### src/rtl/ps2_poly_synth.sv
// ps2_poly_synth: polyphonic square-wave synth driven by a PS/2 scan-code stream.
// Tracks make/break codes, allocates square-wave voices, and mixes them with a
// saturating volume control into a signed sample strobed at a fixed rate.
module ps2_poly_synth #(
   parameter int unsigned      NUM_VOICES = 4,
   parameter int unsigned      HP_W       = 21,
   parameter int unsigned      VOL_W      = 15,
   parameter int unsigned      SAMPLE_W   = 16,
   parameter logic [VOL_W-1:0] VOL_STEP   = VOL_W'('h1FFF),
   parameter logic [VOL_W-1:0] VOL_RESET  = VOL_W'('h3FFF),
   parameter int unsigned      SAMPLE_DIV = 1042
) (
   input  logic                       CLOCK_50,
   input  logic                       reset,
   input  logic [7:0]                 data,
   input  logic                       valid_data,
   input  logic                       vol_up,
   input  logic                       vol_down,
   output logic [7:0]                 lookup_key,
   input  logic [HP_W-1:0]            lookup_hp,
   output logic signed [SAMPLE_W-1:0] square_wave,
   output logic                       wr,
   output logic [NUM_VOICES-1:0]      active_mask,
   output logic [7:0]                 last_key,
   output logic                       dropped
);

   localparam int unsigned VI_W      = (NUM_VOICES > 1) ? $clog2(NUM_VOICES) : 1;
   localparam int unsigned AMP_SHIFT = $clog2(NUM_VOICES);
   localparam int unsigned DIV_W     = (SAMPLE_DIV > 1) ? $clog2(SAMPLE_DIV) : 1;

   localparam logic [VOL_W-1:0] VOL_MAX  = '1;
   localparam logic [DIV_W-1:0] DIV_LAST = DIV_W'(SAMPLE_DIV - 1);

   localparam logic [7:0] CODE_BREAK = 8'hF0;
   localparam logic [7:0] CODE_EXT   = 8'hE0;

   localparam logic [0:0] ST_IDLE  = 1'b0;
   localparam logic [0:0] ST_BREAK = 1'b1;

   logic [0:0]            state, state_nx;
   logic                  make_ev, break_ev;

   logic [7:0]            vkey [NUM_VOICES];
   logic [HP_W-1:0]       vhp  [NUM_VOICES];
   logic [HP_W-1:0]       vcnt [NUM_VOICES];
   logic [NUM_VOICES-1:0] phase;
   logic [NUM_VOICES-1:0] hit_vec;
   logic                  free_found;
   logic [VI_W-1:0]       free_idx;
   logic                  make_ok, alloc, drop;

   logic [VOL_W-1:0]      vol, vol_nx;
   logic [VOL_W-1:0]      amp;
   logic signed [SAMPLE_W-1:0] amp_s, mix;
   logic [DIV_W-1:0]      div;

   // The note table sees the raw byte so its answer is ready in the same cycle.
   assign lookup_key = data;

   // Parser state register.
   always_ff @(posedge CLOCK_50 or posedge reset) begin
      if (reset) state <= ST_IDLE;
      else       state <= state_nx;
   end

   // Parser next state and make/break event decode; E0 prefixes are transparent.
   always_comb begin
      state_nx = state;
      make_ev  = 1'b0;
      break_ev = 1'b0;
      if (valid_data) begin
         case (state)
            ST_IDLE: begin
               if (data == CODE_BREAK)    state_nx = ST_BREAK;
               else if (data != CODE_EXT) make_ev  = 1'b1;
            end
            ST_BREAK: begin
               if (data != CODE_BREAK && data != CODE_EXT) begin
                  break_ev = 1'b1;
                  state_nx = ST_IDLE;
               end
            end
            default: state_nx = ST_IDLE;
         endcase
      end
   end

   // Key match against held voices and lowest-index free voice search.
   always_comb begin
      free_found = 1'b0;
      free_idx   = '0;
      for (int i = 0; i < int'(NUM_VOICES); i++) begin
         hit_vec[i] = active_mask[i] && (vkey[i] == data);
      end
      for (int i = int'(NUM_VOICES) - 1; i >= 0; i--) begin
         if (!active_mask[i]) begin
            free_found = 1'b1;
            free_idx   = VI_W'(i);
         end
      end
   end

   // A mapped key that is not already sounding either gets a voice or is dropped.
   assign make_ok = make_ev && (lookup_hp != '0) && !(|hit_vec);
   assign alloc   = make_ok && free_found;
   assign drop    = make_ok && !free_found;

   // Voice allocation, release and half-period phase counters.
   always_ff @(posedge CLOCK_50 or posedge reset) begin
      if (reset) begin
         active_mask <= '0;
         phase       <= '0;
         for (int i = 0; i < int'(NUM_VOICES); i++) begin
            vkey[i] <= '0;
            vhp[i]  <= '0;
            vcnt[i] <= '0;
         end
      end else begin
         for (int i = 0; i < int'(NUM_VOICES); i++) begin
            if (alloc && free_idx == VI_W'(i)) begin
               active_mask[i] <= 1'b1;
               phase[i]       <= 1'b1;
               vkey[i]        <= data;
               vhp[i]         <= lookup_hp;
               vcnt[i]        <= '0;
            end else if (break_ev && hit_vec[i]) begin
               active_mask[i] <= 1'b0;
               phase[i]       <= 1'b0;
               vcnt[i]        <= '0;
            end else if (active_mask[i]) begin
               if (vcnt[i] == vhp[i] - HP_W'(1)) begin
                  vcnt[i]  <= '0;
                  phase[i] <= ~phase[i];
               end else begin
                  vcnt[i] <= vcnt[i] + HP_W'(1);
               end
            end
         end
      end
   end

   // Display key and overflow pulse.
   always_ff @(posedge CLOCK_50 or posedge reset) begin
      if (reset) begin
         last_key <= 8'h00;
         dropped  <= 1'b0;
      end else begin
         dropped <= drop;
         if (alloc) last_key <= data;
      end
   end

   // Saturating volume update; simultaneous up and down cancel.
   always_comb begin
      vol_nx = vol;
      if (vol_up && !vol_down) begin
         if ((VOL_MAX - vol) < VOL_STEP) vol_nx = VOL_MAX;
         else                            vol_nx = vol + VOL_STEP;
      end else if (vol_down && !vol_up) begin
         if (vol < VOL_STEP) vol_nx = '0;
         else                vol_nx = vol - VOL_STEP;
      end
   end

   // Volume register.
   always_ff @(posedge CLOCK_50 or posedge reset) begin
      if (reset) vol <= VOL_RESET;
      else       vol <= vol_nx;
   end

   // Per-voice amplitude is scaled so a full chord can never overflow the sample.
   assign amp   = vol >> AMP_SHIFT;
   assign amp_s = SAMPLE_W'(amp);

   // Mix: each sounding voice adds +amp or -amp depending on its phase.
   always_comb begin
      mix = '0;
      for (int i = 0; i < int'(NUM_VOICES); i++) begin
         if (active_mask[i]) begin
            if (phase[i]) mix = mix + amp_s;
            else          mix = mix - amp_s;
         end
      end
   end

   // Sample-rate divider: capture the mix and strobe wr once per SAMPLE_DIV cycles.
   always_ff @(posedge CLOCK_50 or posedge reset) begin
      if (reset) begin
         div         <= '0;
         wr          <= 1'b0;
         square_wave <= '0;
      end else if (div == DIV_LAST) begin
         div         <= '0;
         wr          <= 1'b1;
         square_wave <= mix;
      end else begin
         div <= div + DIV_W'(1);
         wr  <= 1'b0;
      end
   end

endmodule

### config.mk
export PLATFORM = sky130hd
export DESIGN_NAME = ps2_poly_synth
export DESIGN_NICKNAME = d
export VERILOG_FILES = /design/src/rtl/ps2_poly_synth.sv
export SDC_FILE = /design/constraint.sdc
export NUM_CORES = 1
export LEC_CHECK = 0
export ABC_CLOCK_PERIOD_IN_PS = 20500
export CAP_MARGIN = 30
export CORE_ASPECT_RATIO = 0.5
export CORE_MARGIN = 2
export CORE_UTILIZATION = 56
export DETAILED_ROUTE_END_ITERATION = 16
export PLACE_DENSITY_LB_ADDON = 0.05
export SYNTH_ARGS = -nofsm -noshare
export SYNTH_HDL_FRONTEND = slang
export SYNTH_SLANG_ARGS = --single-unit
export TNS_END_PERCENT = 20
### constraint.sdc
create_clock -name CLOCK_50 -period 20.5 [get_ports CLOCK_50]
set_input_delay 4.1 -clock CLOCK_50 [delete_from_list [all_inputs] [get_ports CLOCK_50]]
set_output_delay 4.1 -clock CLOCK_50 [all_outputs]
set_load 0.01 [all_outputs]
After elaboration in Yosys (flattened, before gate mapping)
Index checks and enable logic that the tools add are counted.
{"block": "totals", "mem_bits_ro": 0, "mem_bits_rw": 0, "elab_cells": 183, "memories": 0, "latchBits": 0, "ff_bits": 261}
{"block": "classes", "n_mux": 72, "mul": 0, "eq_ne": 15, "reduce_logical": 43, "n_shift": 0, "n_bitwise": 5, "div": 0, "magnitude_cmp": 2, "n_addsub": 19}
{"operator": "21-bit 2-to-1 mux", "count": 16}
{"operator": "16-bit 2-to-1 mux", "count": 8}
{"operator": "21-bit by 1-bit adder with 21-bit output (second input constant)", "count": 4}
{"operator": "21-bit == test", "count": 4}
{"operator": "21-bit by 1-bit subtractor with 21-bit output (second input constant)", "count": 4}
{"operator": "15-bit 2-to-1 mux", "count": 4}
{"operator": "16-bit by 14-bit adder with 16-bit output", "count": 3}
{"operator": "16-bit by 14-bit subtractor with 16-bit output", "count": 3}
{"operator": "1-bit 2-to-1 mux", "count": 38}
{"operator": "8-bit == test", "count": 4}
{"operator": "15-bit by 13-bit < comparator with 1-bit output (second input constant)", "count": 2}
{"operator": "3-bit nonzero test", "count": 8}
{"operator": "21-bit nonzero test", "count": 1}
{"operator": "1-bit logical AND", "count": 19}
{"operator": "8-bit != test (second input constant)", "count": 2}
{"operator": "15-bit by 13-bit adder with 15-bit output (second input constant)", "count": 1}
{"operator": "15-bit by 13-bit subtractor with 15-bit output (second input constant)", "count": 1}
{"operator": "15-bit subtractor (first input constant)", "count": 1}
{"operator": "1-bit by 13-bit subtractor with 14-bit output (first input constant)", "count": 1}
{"operator": "11-bit by 1-bit adder with 11-bit output (second input constant)", "count": 1}
{"operator": "11-bit == test (second input constant)", "count": 1}
{"operator": "11-bit 2-to-1 mux", "count": 1}
{"operator": "2-bit nonzero test", "count": 5}
{"operator": "8-bit == test (second input constant)", "count": 1}
{"operator": "9 further kinds", "count": 23}

Depth between registers and ports, before layout
{"block": "logic_depth", "ltp_word": 12, "depth_mapped": 29, "ltp_nobuf": 28}

Worst setup path before layout
OpenSTA, ideal clock, no wires.
{"block": "synth_path", "path_kind": "in2out", "from": "input port data[0]", "to": "output port lookup_key[0]", "path_buffers": 1, "slack_ns": 12.181, "required_ns": 16.400, "t_arrival_ns": 4.219, "stages": 1, "path_cell_list": "buf_4"}
{"element": "start, declared", "line": "15", "rtl": "input logic [7:0] data,"}
{"element": "end, declared", "line": "19", "rtl": "output logic [7:0] lookup_key,"}
No word-level cell between the ends.

Worst setup path in the final report
{"block": "layout_path", "from": "input port data[2]", "to": "output port lookup_key[2]"}
No word-level cell between the ends.

==> summary.md <==
| Metric | Value |
|---|---|
| Status | `complete, no violations` |
| Synth Register Bits | `261` |
| Setup TNS | `0 ns` |
| Crit path capture | `lookup_key[2]` |
| Clock sink total | `261` |
| Buf+Inv Stages, Crit Path | `2` |
| Avg Cell Area, Syn | `8.92 sq um` |
| Rel. slew slack | `36.6%` |
| Net Sw Frac | `45.1%` |
| Mapped Area | `18,500 sq um` |
| CP delay by family, top | `buffers and inverters` |
| Critical path class | `in -> out` |
| First-pass GRT wire length | `74,800 microns` |
| Area growth from synthesis to layout | `10.2%` |
| Unrepaired setup endpoints after global routing | `false` |
| Sequential share of the synthesized area | `35.4%` |
| Layout cell share with drive strength beyond 1 | `12.0%` |
| Final-report setup violation count | `0` |
| Net switching component of the power | `1.76 mW` |
| Number of global-route vias before repair | `14,300` |
| Register share of total power | `19.4%` |
| Critical Path AT | `5.52 ns` |
| Cells after DPL | `2,493` |
| Net Count, Synth | `2,173` |
| GPL Wtd Cong | `0.879` |
| FF-to-FF End | `square_wave[15]` |
| I/O Buffers | `71` |
| IO Count | `72` |
| Via count | `15,100` |
| Die Y-Extent | `133 microns` |
| Total track usage | `26.5%` |
| # hold bufs at CTS | `0` |
| Core Region | `32,800 sq um` |
| Final ANT Viol Nets | `0` |
| Synth async-reset ratio | `100%` |
| PwrDens | `191 nW/um^2` |
| Synth cell types | `83` |
| Multi-input gate area | `11,300 sq um` |
| Gate power share | `67.1%` |
| Slowest stage delay, CP | `0.78 ns` |
| Antenna violations before repair | `1` |
| Static Leak | `8.78 nW` |
| Min Hold Slack | `0.481 ns` |
| Worst-path clk slew | `0.06 ns` |
| Diode count | `0` |
| Clock power share | `13.5%` |
| Worst r2r path cells | `27` |
| Syn Inst Count | `2,075` |
| Top cell type's share of synthesized area | `33.4%` |
| Worst Setup End Kind | `output port` |
| P_int | `2.15 mW` |
| Finished Layout Cells | `2,540` |
| Sequential Area | `6550 sq um` |
| Initial DRT Pass Iterations | `6` |
| CTS tree | `yes` |
| GRT overflow | `0` |
| Setup bufs post-CTS | `0` |
| Tcrit/Tclk final | `46.9%` |
| Synth warn | `0` |
| Remaining DRCs | `0` |
| Slowest stage cell, crit path | `clkdlybuf4s50_1` |
| Synth area leaders | `dfrtp_1 (33%), mux2_2 (8.8%), xnor2_1 (7.6%)` |
| Hold path start | `square_wave[4]` |
| R2R setup slack | `12.91 ns` |
| Post-DR wirelength/cell | `17.9 microns` |
| Initial core utilization | `56.4%` |
| Final hold violation count | `0` |
| Worst-Margin Slew | `0.944 ns` |
| Vias per cell | `5.93` |
| Longest Clk Path Bufs | `3` |
| Overall power | `3.91 mW` |
| Clock Skew | `0.0170 ns` |
| Fin crit period | `9.62 ns` |
| Critical Path Stages | `2` |
| Worst skew pair latency | `0.56 ns` |
| Root Buffer | `clkbuf_16` |
| Number of max-cap violations | `0` |
| Critical-path cell list | `clkdlybuf4s50_1, clkdlybuf4s50_1` |
| Critical path data required time | `16.40 ns` |
| DR iter-0 viols | `1,219` |
| Final Net Count | `2,178` |
| Die Width | `261 microns` |
| CP most frequent cell | `clkdlybuf4s50_1` |
| FF-to-FF Start | `vol[2]` |
| Class of the worst hold path | `reg -> reg` |
| Max H-tree Level | `1` |
| Synth area leader | `dfrtp_1` |
| Post-synth EDFFs | `0` |
| Final HPWL DP | `32,800 microns` |
| Max frequency | `104 MHz` |
| CP Max Fanout | `11` |
| Total Wirelength | `45,400 microns` |
| Row cnt | `47` |
| VDD IR max | `0.265 mV` |
| Worst Setup Start Kind | `primary input` |
| Die area | `34,600 sq um` |
| Main synth FF type | `dfrtp_1` |
| Largest net degree at the start of global routing | `122` |
| Final-layout fill cell count | `2,891` |
| Final Max Tran Viols | `0` |
| Critical Path Source | `data[2]` |
| Num CTS Buffers | `25` |
| Post-CTS Resized | `0` |
routing by layer:
layer	vias up	GRT usage [%]	wire length, microns
li1	7418	-	-
met1	7270	39.5	22400
met2	328	41.9	20100
met3	41	3.31	2240
met4	0	4.29	641
met5	-	0	0
logic make-up after synthesis:
kind of cell | Yosys count | synth area share [%]
xor+xnor | 259 | 12.3
fa+ha+maj | 64 | 4.45
mux | 160 | 9.63
simple gates | 743 | 20.1
buf+inv | 170 | 3.83
compound gates | 418 | 14.3
flops | 261 | 35.4
cell usage after synthesis (all sizes together), types with 30 or more instances:
| library cell | number |
|---|---|
| dfrtp | 247 |
| o21ai | 134 |
| clkbuf | 89 |
| mux2 | 145 |
| xor2 | 97 |
| nor4 | 35 |
| nor2 | 197 |
| nand3 | 75 |
| and3 | 34 |
| inv | 50 |
| nand2 | 150 |
| xnor2 | 161 |
| nor3 | 73 |
| ha | 61 |
| nand4 | 30 |
| a21oi | 97 |
stage by stage:
step                util, %  setup WS (ns)  instance area [sq um]
floorplan                 -           9.24                  18500
finish                 62.2          10.88                  20400
detailed placement     59.3          10.88                  19400
global placement       59.2          10.91                  19400
CTS                    62.1          10.88                  20400
global route           62.2          10.84                  20400
sequential cells by signal, summed over array words and instances, names as in the netlist:
name and flops:
last_key 8, active_mask 4, vhp 84, wr 1, vcnt 84, state 1, vol 15, square_wave 16
phase 4, div 11, dropped 1, vkey 32
final cells by class:
cell class | instances | area share [%]
inverter | 55 | 1.05
sequential | 261 | 32.1
multi-input combinational | 1644 | 55.2
clock inverter | 12 | 1.02
timing repair buffer | 93 | 4.38
clock buffer | 34 | 3.53
tap | 441 | 2.70
how the worst min path moves through the flow:
stage               depth (start not counted)  slack (ns)        endpoint
global placement                            2        0.46  square_wave[8]
detailed placement                          2        0.47  square_wave[9]
floorplan                                   1        0.46          div[8]
global route                                2        0.51  square_wave[7]
CTS                                         2        0.49  square_wave[9]
finish                                      2        0.48  square_wave[4]
power groups by stage:
stage	combinational [mW]	sequential (mW)	clock, mW
5_1_grt	2.97	0.775	0.558
4_1_cts	2.62	0.756	0.538
3_3_place_gp	2.56	0.762	0
3_5_place_dp	2.59	0.765	0
6_report	2.62	0.758	0.525
2_1_floorplan	2.18	0.687	0
layout by cell type, fill, tap and decap left out, types with 9 or more instances in the layout:
master / n
nor4_1: 32
a21oi_1: 97
o21a_1: 16
xor2_1: 97
nand3_1: 75
nand4_1: 30
ha_1: 61
nor4b_1: 11
a31oi_1: 21
inv_1: 49
o21ai_1: 11
a21o_1: 13
xnor2_1: 161
nand2b_1: 18
clkdlybuf4s50_1: 71
dfstp_2: 14
nor3_1: 72
nor2b_1: 27
and3_1: 34
a22o_1: 27
clkbuf_16: 25
o31ai_1: 19
or2_2: 11
a21boi_0: 9
buf_4: 20
and2_1: 16
o21ai_0: 123
mux2_2: 145
mux2i_1: 15
a211oi_1: 16
dfrtp_1: 247
nand2_1: 150
or4_1: 17
nor2_1: 196
or3_1: 22
Note: power is estimated with default switching activity, not from simulation.
